`config.mk`:
```
export PLATFORM = sky130hd
export DESIGN_NAME = fifo_burst_sched
export DESIGN_NICKNAME = d
export VERILOG_FILES = /design/src/rtl/fifo_sched_pkg.sv /design/src/rtl/fifo_sched_outpipe.sv /design/src/rtl/fifo_burst_sched.sv
export SDC_FILE = /design/constraint.sdc
export NUM_CORES = 1
export LEC_CHECK = 0
export CAP_MARGIN = 10
export CORE_MARGIN = 10
export CORE_UTILIZATION = 45
export DETAILED_ROUTE_END_ITERATION = 8
export GPL_TIMING_DRIVEN = 0
export PLACE_DENSITY = 0.74
export SETUP_SLACK_MARGIN = 0.15
export SYNTH_ARGS = -nofsm -noshare
export SYNTH_HDL_FRONTEND = slang
export SYNTH_SLANG_ARGS = --single-unit
```
`constraint.sdc`:
```
create_clock -name clk -period 2.4 [get_ports clk]
set_input_delay 0.36 -clock clk [delete_from_list [all_inputs] [get_ports clk]]
set_output_delay 0.36 -clock clk [all_outputs]
set_load 0.1 [all_outputs]
```
`src/rtl/fifo_sched_pkg.sv`:
```
// Shared definitions for the two-channel FIFO burst scheduler:
// FSM state encoding, default widths and channel identifiers.
package fifo_sched_pkg;

  localparam int DW = 8;
  localparam int AW = 8;
  localparam int TW = 10;

  localparam logic CH0 = 1'b0;
  localparam logic CH1 = 1'b1;

  typedef enum logic [1:0] {
    IDLE = 2'd0,
    RD0  = 2'd1,
    RD1  = 2'd2,
    GAP  = 2'd3
  } state_e;

endpackage

```
`src/rtl/fifo_sched_outpipe.sv`:
```
// Two-stage output pipeline. Stage 1 aligns the read strobe and burst tags
// with the FIFO's one-cycle read latency; stage 2 selects the source FIFO
// data and registers it together with its tags.
module fifo_sched_outpipe #(
  parameter int DW = 8
) (
  input  logic          clk,
  input  logic          rst_n,
  input  logic          rd_in,
  input  logic          ch_in,
  input  logic          first_in,
  input  logic          last_in,
  input  logic [DW-1:0] q0,
  input  logic [DW-1:0] q1,
  output logic [DW-1:0] dout,
  output logic          dout_vld,
  output logic          dout_ch,
  output logic          dout_sop,
  output logic          dout_eop
);
  import fifo_sched_pkg::*;

  logic          rd_d1_q, rd_d1_d;
  logic          ch_d1_q, ch_d1_d;
  logic          first_d1_q, first_d1_d;
  logic          last_d1_q, last_d1_d;
  logic [DW-1:0] dout_q, dout_d;
  logic          vld_q, vld_d;
  logic          ch_q, ch_d;
  logic          sop_q, sop_d;
  logic          eop_q, eop_d;

  // Next values for both stages; stage 2 drives zeros whenever no read is in flight.
  always_comb begin
    rd_d1_d    = rd_in;
    ch_d1_d    = ch_in;
    first_d1_d = rd_in & first_in;
    last_d1_d  = rd_in & last_in;
    vld_d      = rd_d1_q;
    dout_d     = '0;
    ch_d       = 1'b0;
    sop_d      = 1'b0;
    eop_d      = 1'b0;
    if (rd_d1_q) begin
      dout_d = (ch_d1_q == CH1) ? q1 : q0;
      ch_d   = ch_d1_q;
      sop_d  = first_d1_q;
      eop_d  = last_d1_q;
    end
  end

  // Pipeline registers, cleared immediately on reset.
  always_ff @(posedge clk or negedge rst_n) begin
    if (!rst_n) begin
      rd_d1_q    <= 1'b0;
      ch_d1_q    <= 1'b0;
      first_d1_q <= 1'b0;
      last_d1_q  <= 1'b0;
      dout_q     <= '0;
      vld_q      <= 1'b0;
      ch_q       <= 1'b0;
      sop_q      <= 1'b0;
      eop_q      <= 1'b0;
    end else begin
      rd_d1_q    <= rd_d1_d;
      ch_d1_q    <= ch_d1_d;
      first_d1_q <= first_d1_d;
      last_d1_q  <= last_d1_d;
      dout_q     <= dout_d;
      vld_q      <= vld_d;
      ch_q       <= ch_d;
      sop_q      <= sop_d;
      eop_q      <= eop_d;
    end
  end

  assign dout     = dout_q;
  assign dout_vld = vld_q;
  assign dout_ch  = ch_q;
  assign dout_sop = sop_q;
  assign dout_eop = eop_q;

endmodule

```
`src/rtl/fifo_burst_sched.sv`:
```
// Two-channel burst scheduler: grants a channel once its FIFO fill level
// reaches the configured threshold, reads exactly threshold words, and
// arbitrates round-robin with an idle gap between bursts.
module fifo_burst_sched #(
  parameter int DW      = fifo_sched_pkg::DW,
  parameter int AW      = fifo_sched_pkg::AW,
  parameter int TW      = fifo_sched_pkg::TW,
  parameter int GAP_CYC = 2
) (
  input  logic          clk,
  input  logic          rst_n,
  input  logic [TW-1:0] cfg_thd0,
  input  logic [TW-1:0] cfg_thd1,
  input  logic [AW-1:0] usedw0,
  input  logic          empty0,
  input  logic [DW-1:0] q0,
  input  logic [AW-1:0] usedw1,
  input  logic          empty1,
  input  logic [DW-1:0] q1,
  output logic          rdreq0,
  output logic          rdreq1,
  output logic [DW-1:0] dout,
  output logic          dout_vld,
  output logic          dout_ch,
  output logic          dout_sop,
  output logic          dout_eop
);
  import fifo_sched_pkg::*;

  localparam int GW = $clog2(GAP_CYC + 2);

  state_e        state_q, state_d;
  logic [TW-1:0] len_q, len_d;
  logic [TW-1:0] cnt_q, cnt_d;
  logic [GW-1:0] gap_q, gap_d;
  logic          last_ch_q, last_ch_d;
  logic          served_q, served_d;

  logic          elig0, elig1;
  logic          rd0, rd1, rd_any, rd_ch;
  logic          at_last, burst_done;
  logic          pick;

  // Eligibility, read strobes and end-of-burst detection for the current state.
  always_comb begin
    elig0      = (cfg_thd0 != '0) && (TW'(usedw0) >= cfg_thd0) && !empty0;
    elig1      = (cfg_thd1 != '0) && (TW'(usedw1) >= cfg_thd1) && !empty1;
    rd0        = (state_q == RD0) && !empty0;
    rd1        = (state_q == RD1) && !empty1;
    rd_any     = rd0 | rd1;
    rd_ch      = (state_q == RD1) ? CH1 : CH0;
    at_last    = (cnt_q == (len_q - TW'(1)));
    burst_done = rd_any && at_last;
  end

  // Next-state logic: arbitration in IDLE, read counting in RDx, gap timing in GAP.
  // Until a burst has been served since reset, contention goes to ch0.
  always_comb begin
    state_d   = state_q;
    len_d     = len_q;
    cnt_d     = cnt_q;
    gap_d     = gap_q;
    last_ch_d = last_ch_q;
    served_d  = served_q;
    pick      = CH0;
    case (state_q)
      IDLE: begin
        if (elig0 || elig1) begin
          if (elig0 && elig1) begin
            pick = (served_q && (last_ch_q == CH0)) ? CH1 : CH0;
          end else begin
            pick = elig1 ? CH1 : CH0;
          end
          state_d = (pick == CH1) ? RD1 : RD0;
          len_d   = (pick == CH1) ? cfg_thd1 : cfg_thd0;
          cnt_d   = '0;
        end
      end
      RD0, RD1: begin
        if (rd_any) begin
          cnt_d = cnt_q + TW'(1);
        end
        if (burst_done) begin
          last_ch_d = rd_ch;
          served_d  = 1'b1;
          gap_d     = '0;
          state_d   = (GAP_CYC > 0) ? GAP : IDLE;
        end
      end
      GAP: begin
        if (gap_q == GW'(GAP_CYC - 1)) begin
          state_d = IDLE;
        end else begin
          gap_d = gap_q + GW'(1);
        end
      end
      default: state_d = IDLE;
    endcase
  end

  // Scheduler state register; reset discards any partially read burst.
  always_ff @(posedge clk or negedge rst_n) begin
    if (!rst_n) begin
      state_q   <= IDLE;
      len_q     <= '0;
      cnt_q     <= '0;
      gap_q     <= '0;
      last_ch_q <= CH0;
      served_q  <= 1'b0;
    end else begin
      state_q   <= state_d;
      len_q     <= len_d;
      cnt_q     <= cnt_d;
      gap_q     <= gap_d;
      last_ch_q <= last_ch_d;
      served_q  <= served_d;
    end
  end

  assign rdreq0 = rd0;
  assign rdreq1 = rd1;

  fifo_sched_outpipe #(.DW(DW)) u_outpipe (
    .clk      (clk),
    .rst_n    (rst_n),
    .rd_in    (rd_any),
    .ch_in    (rd_ch),
    .first_in (cnt_q == '0),
    .last_in  (at_last),
    .q0       (q0),
    .q1       (q1),
    .dout     (dout),
    .dout_vld (dout_vld),
    .dout_ch  (dout_ch),
    .dout_sop (dout_sop),
    .dout_eop (dout_eop)
  );

endmodule

```
# --- Yosys cells after proc, flatten, opt, wreduce, memory -nomap -nowiden ---
# Cells that the tools add are included.
# Widths: inputs -> output; s select.
totals:
  out_inout_bits: 14
  ff_bits: 42
  in_bits: 56
  word_cells: 81
classes:
  n_bitwise: 4
  n_lt_le_gt_ge: 2
  reduce_logical: 24
  add_sub_neg: 3
  muxes: 23
  eq_ne: 10
op_table:
  columns: ["cell", "n"]
  rows:
  - ["$mux 10", 3]
  - ["$ge 8x10->1", 2]
  - ["$pmux 10 s2", 1]
  - ["$reduce_bool 10->1", 2]
  - ["$mux 8", 2]
  - ["$mux 2", 6]
  - ["$add 10x1->10 const B", 1]
  - ["$eq 10x10->1", 1]
  - ["$logic_not 10->1", 1]
  - ["$sub 10x1->10 const B", 1]
  - ["$logic_and 1x1->1", 9]
  - ["$mux 1", 9]
  - ["$reduce_and 3->1", 3]
  - ["$ne 2x2->1 const B", 4]
  - ["$pmux 2 s3", 1]
  - ["$eq 2x1->1 const B", 2]
  - ["$eq 2x2->1 const B", 2]
  - ["$pmux 2 s2", 1]
  - ["$reduce_and 2->1", 2]
  - ["$reduce_bool 2->1", 2]
  - ["$add 2x1->2 const B", 1]
  - ["$and 1x1->1", 2]
  - ["$logic_not 1->1", 2]
  - ["$logic_not 2->1", 1]
  - ["5 further kinds", 5]

# --- Depth between registers and ports, before layout ---
# Gate-level depths: netlist of run 1.
depth:
  word_depth: 10
  ltp_mapped: 11
  depth_no_buf: 10

# --- Hierarchy ---
# From an unflattened synthesis of run 1, not the netlist that was laid out.
unflattened:
  cells_unflattened: 318
  hier_area_um2: 2861.5
by_module_without_submodules:
  columns: ["mod", "area_each_um2", "cells_per_inst", "seq_area_each_um2", "n_inst"]
  rows:
  - ["fifo_burst_sched", 2283.4, 279, 650.6, 1]
  - ["fifo_sched_outpipe", 578.1, 39, 400.4, 1]

# --- Least setup slack after synthesis of run 1 ---
# Ideal clock, no wire load.
synth_timing:
  kind: "register to register"
  startpoint: "register state_q[0]"
  endpoint: "register last_ch_q"
  t_required_ns: 2.275
  path_slack_ns: -1.087
  path_stages_with_launch: 11
  n_path_buf: 0
  arrival_ns: 3.362
  synth_period_minus_slack_ns: 3.487
  setup_time_ns: 0.125
  cell_sequence: "dfrtp_1 > inv_1 > ha_1 > nor2b_1 > nor2_1 > inv_1 > nand3_1 > nor4_2 > and4b_1 > nand2_1 > mux2_4"
synth_between:
  word_cells_on_any_way: 9
  cone_classes: "2 x eq/ne; 1 x mux; 1 x bitwise; 5 x reduce/logical"
synth_rtl:
  columns: ["element", "line_no", "rtl"]
  rows:
  - ["start, declared", "fifo_burst_sched.sv:32", "state_e state_q, state_d;"]
  - ["start signal, assigned", "fifo_burst_sched.sv:111", "state_q <= state_d;"]
  - ["$eq 2x2->1", "fifo_burst_sched.sv:51", "rd_ch = (state_q == RD1) ? CH1 : CH0;"]
  - ["$mux 1", "fifo_burst_sched.sv:51", null]
  - ["named net rd_ch", "fifo_burst_sched.sv:40", "logic rd0, rd1, rd_any, rd_ch;"]
  - ["end signal, assigned", "fifo_burst_sched.sv:115", "last_ch_q <= last_ch_d;"]
  - ["end, declared", "fifo_burst_sched.sv:36", "logic last_ch_q, last_ch_d;"]
# The timed path passes the listed nets, and every way through them passes these cells.
# A chain may end at the register's enable or synchronous reset.

# --- Worst setup path in the final report of run 1 ---
# Same ends and word-level chain as after synthesis.

==> out/qor.yml, run 1 <==
clockBufferDepth: 2
powerDensity_nw_per_um2: 1010
cp_max_fo: 4
synthArstFlopShare: 1.00
crit_type: "reg2reg"
design_area_um2: 4260
via_per_inst: 5.43
holdBufCountCts: 0
nets: 481
synth_area_leaders: "dfrtp_1 38%, ha_1 11%, xor2_1 4.4%"
grt_max_degree: 43
cts_num_sinks: 42
drtAntennaViolNets: 0
antenna_cells: 0
yosysMostFrequentCell: "dfrtp_1"
finalCritPeriodShare: 0.935
synth_area_leader_cell: "dfrtp_1"
overflow: 0
hp-class: "in2async"
status: "finished clean"
r2r_slack_ns: 0.16
syn_area_um2: 2780
routed-via-count: 2583
cp-startpoint: "state_q[0]$_DFFE_PN0P_"
drt_iter0_markers: 121
grt_antenna_before_repair: 0
n_fill_cell: 418
multiInputGateArea_um2: 1870
setup_slack_ns: 0.157
place.gp.congestion: 0.860
track_usage: 0.145
max_stage_delay_ns: 0.47
cts-htree-levels: 2
synth.top_cells.by_count: "42 x dfrtp_1, 29 x inv_1, 25 x ha_1, 21 x nor2_1"
die_x_um: 98.6
hold_violations: 0
wire_per_inst_um: 16.8
synth_nets: 378
worstReg2RegStart: "state_q[0]$_DFFE_PN0P_"
crit_required_ns: 2.59
dpl.hpwl_um: 5620
worstSetupEndpoint: "last_ch_q$_DFFE_PN0P_"
synth-seq-cells: 42
dieArea_um2: 9720
synth_edf_count: 0
worstSkewPairLatency_ns: 0.30
yosysSeqAreaShare: 0.378
crit_chain: "inv_4, ha_4, nor2b_4, nor2_4, inv_2, nand3_2, nor4_4, and4b_1, nand2_2, mux2_4"
period_needed_ns: 2.24
peakVddDrop_uv: 728
area_growth_pct: 53.2
post-place-ws_ns: -0.574
cts_inserted_buffers: 5
row_count: 28
startpoint_type: "flop"
syn_inst: 297
worst_setup_path_end_kind: "flop"
drt-total-wl_um: 7980
die_y_um: 98.6
initial_utilization: 0.466
drc: 0
synth_warnings: 0
critPathArrivalTime_ns: 2.44
timing.fmax_mhz: 446
io_buffers: 69
yosysUniqueCellTypes: 47
first_pass_iters: 4
grt_first_pass_wirelength_um: 12000
maxCapViolCount: 0
finClkSkew_ns: 0.0145
worst_slew_pin_slew_ns: 1.00
core_um2: 5960
r2r_cells: 10
io_pins: 70
rsz0062_at_grt: "true"
rr_endpoint: "last_ch_q$_DFFE_PN0P_"
final_layout_size_suffix_gt1_frac: 0.254
setup_viol: 0
slew_headroom: 0.331
seq_area_um2: 1060
first_global_vias: 2541
place_area_um2: 3610
cts_tree: "done"
avgSynthCellArea_um2: 9.35
clkTransAtPathRegs_ns: 0.09
yosysTopAreaCellShare: 0.378
root_buffer: "clkbuf_8"
fin_setup_tns_ns: 0
synth-main-ff-cell: "dfrtp_1"
cp_slowest_cell: "dfrtp_2"
slew_violations: 0
leakagePower_nw: 2.05
repair_timing:
item | in CTS | in global routing
pin swaps | 11 | 26
gates cloned | 0 | 3
endpoints found under the setup margin | 24 | 25
gates resized for setup | 36 | 58
setup buffers | 5 | 19
power breakdown:
part | total, mW | leakage [nW] | internal (mW) | switching, mW
combinational | 2.63 | 1.45 | 1.10 | 1.53
clock | 0.546 | 0.0524 | 0.311 | 0.234
sequential | 1.13 | 0.548 | 0.920 | 0.212
placed cells by master, fill, tap and decap left out, types with 11 or more instances in the layout:
cell,count
a21oi_1,11
buf_4,25
clkdlybuf4s50_1,44
dfrtp_1,38
dlymetal6s2s_1,14
ha_1,17
inv_1,20
nand2_1,12
nor2_1,18
xor2_1,14
worst min path at each step:
| stage | cells after the start | to | slack [ns] |
|---|---|---|---|
| finish | 1 | cnt_q[1]$_DFFE_PN0P_ | 0.19 |
| global route | 1 | u_outpipe.dout[1]$_DFF_PN0_ | 0.26 |
| CTS | 1 | cnt_q[0]$_DFFE_PN0P_ | 0.22 |
| detailed placement | 0 | u_outpipe.dout_vld$_DFF_PN0_ | 0.38 |
| global placement | 0 | u_outpipe.dout_vld$_DFF_PN0_ | 0.37 |
| floorplan | 0 | cnt_q[0]$_DFFE_PN0P_ | 0.06 |
final cells by class:
| cell class | count | share of cell area |
|---|---|---|
| plain buffers | 9 | 0.0165 |
| clock buffers | 7 | 0.0179 |
| flip-flops and latches | 42 | 0.248 |
| clock inverters | 1 | 0.00705 |
| inverters | 29 | 0.0262 |
| multi-input cells | 217 | 0.439 |
| repair buffers | 96 | 0.223 |
| well taps | 75 | 0.0220 |
logic make-up after synthesis:
group                      share of synthesized area
muxes                                         0.0414
xor gates and xnor gates                      0.0631
buffers and inverters                         0.0554
DFF                                            0.378
AOI/OAI and AO/OA                              0.146
and+or+nand+nor                                0.203
adders and majority gates                      0.113
registers in the layout, summed over array words and instances (netlist names), 2 cells and up:
| register | count |
|---|---|
| u_outpipe.dout | 8 |
| cnt_q | 10 |
| gap_q | 2 |
| len_q | 10 |
| state_q | 2 |
metal layers:
layer,routed length (µm),part of all wire,GRT usage,vias to the layer above
met3,422,0.053,0.0475,10
met2,4060,0.51,0.254,78
met4,102,0.013,0.0408,0
met5,0,0,0,-
met1,3390,0.43,0.165,1241
li1,-,-,-,1254
metrics by stage:
| step | util | cells | hold WS, ns | power, mW |
|---|---|---|---|---|
| CTS | 0.642 | 454 | 0.218 | 3.81 |
| global placement | 0.606 | 441 | 0.370 | 3.13 |
| detailed placement | 0.605 | 441 | 0.378 | 3.19 |
| floorplan | - | 297 | 0.0644 | 2.66 |
| global route | 0.715 | 476 | 0.265 | 4.54 |
| finish | 0.715 | 476 | 0.187 | 4.31 |
worst max-delay path, delay by kind of cell (launching register included):
family                     cells  cell delay [ns]
muxes                          1             0.31
DFF                            1             0.47
adders and majority gates      1             0.13
and+or+nand+nor                6             1.07
buffers and inverters          2             0.14
Power figures use the tool's default switching activity.
==> run 2: changes to the inputs <==
--- a/config.mk
+++ b/config.mk
@@ -8,6 +8,7 @@
 export CAP_MARGIN = 10
 export CORE_MARGIN = 10
 export CORE_UTILIZATION = 45
+export CTS_CLUSTER_DIAMETER = 120
 export DETAILED_ROUTE_END_ITERATION = 8
 export GPL_TIMING_DRIVEN = 0
 export PLACE_DENSITY = 0.74
==> results of run 2 <==
No change in the layout: final DEF, timing and power equal those of run 1.
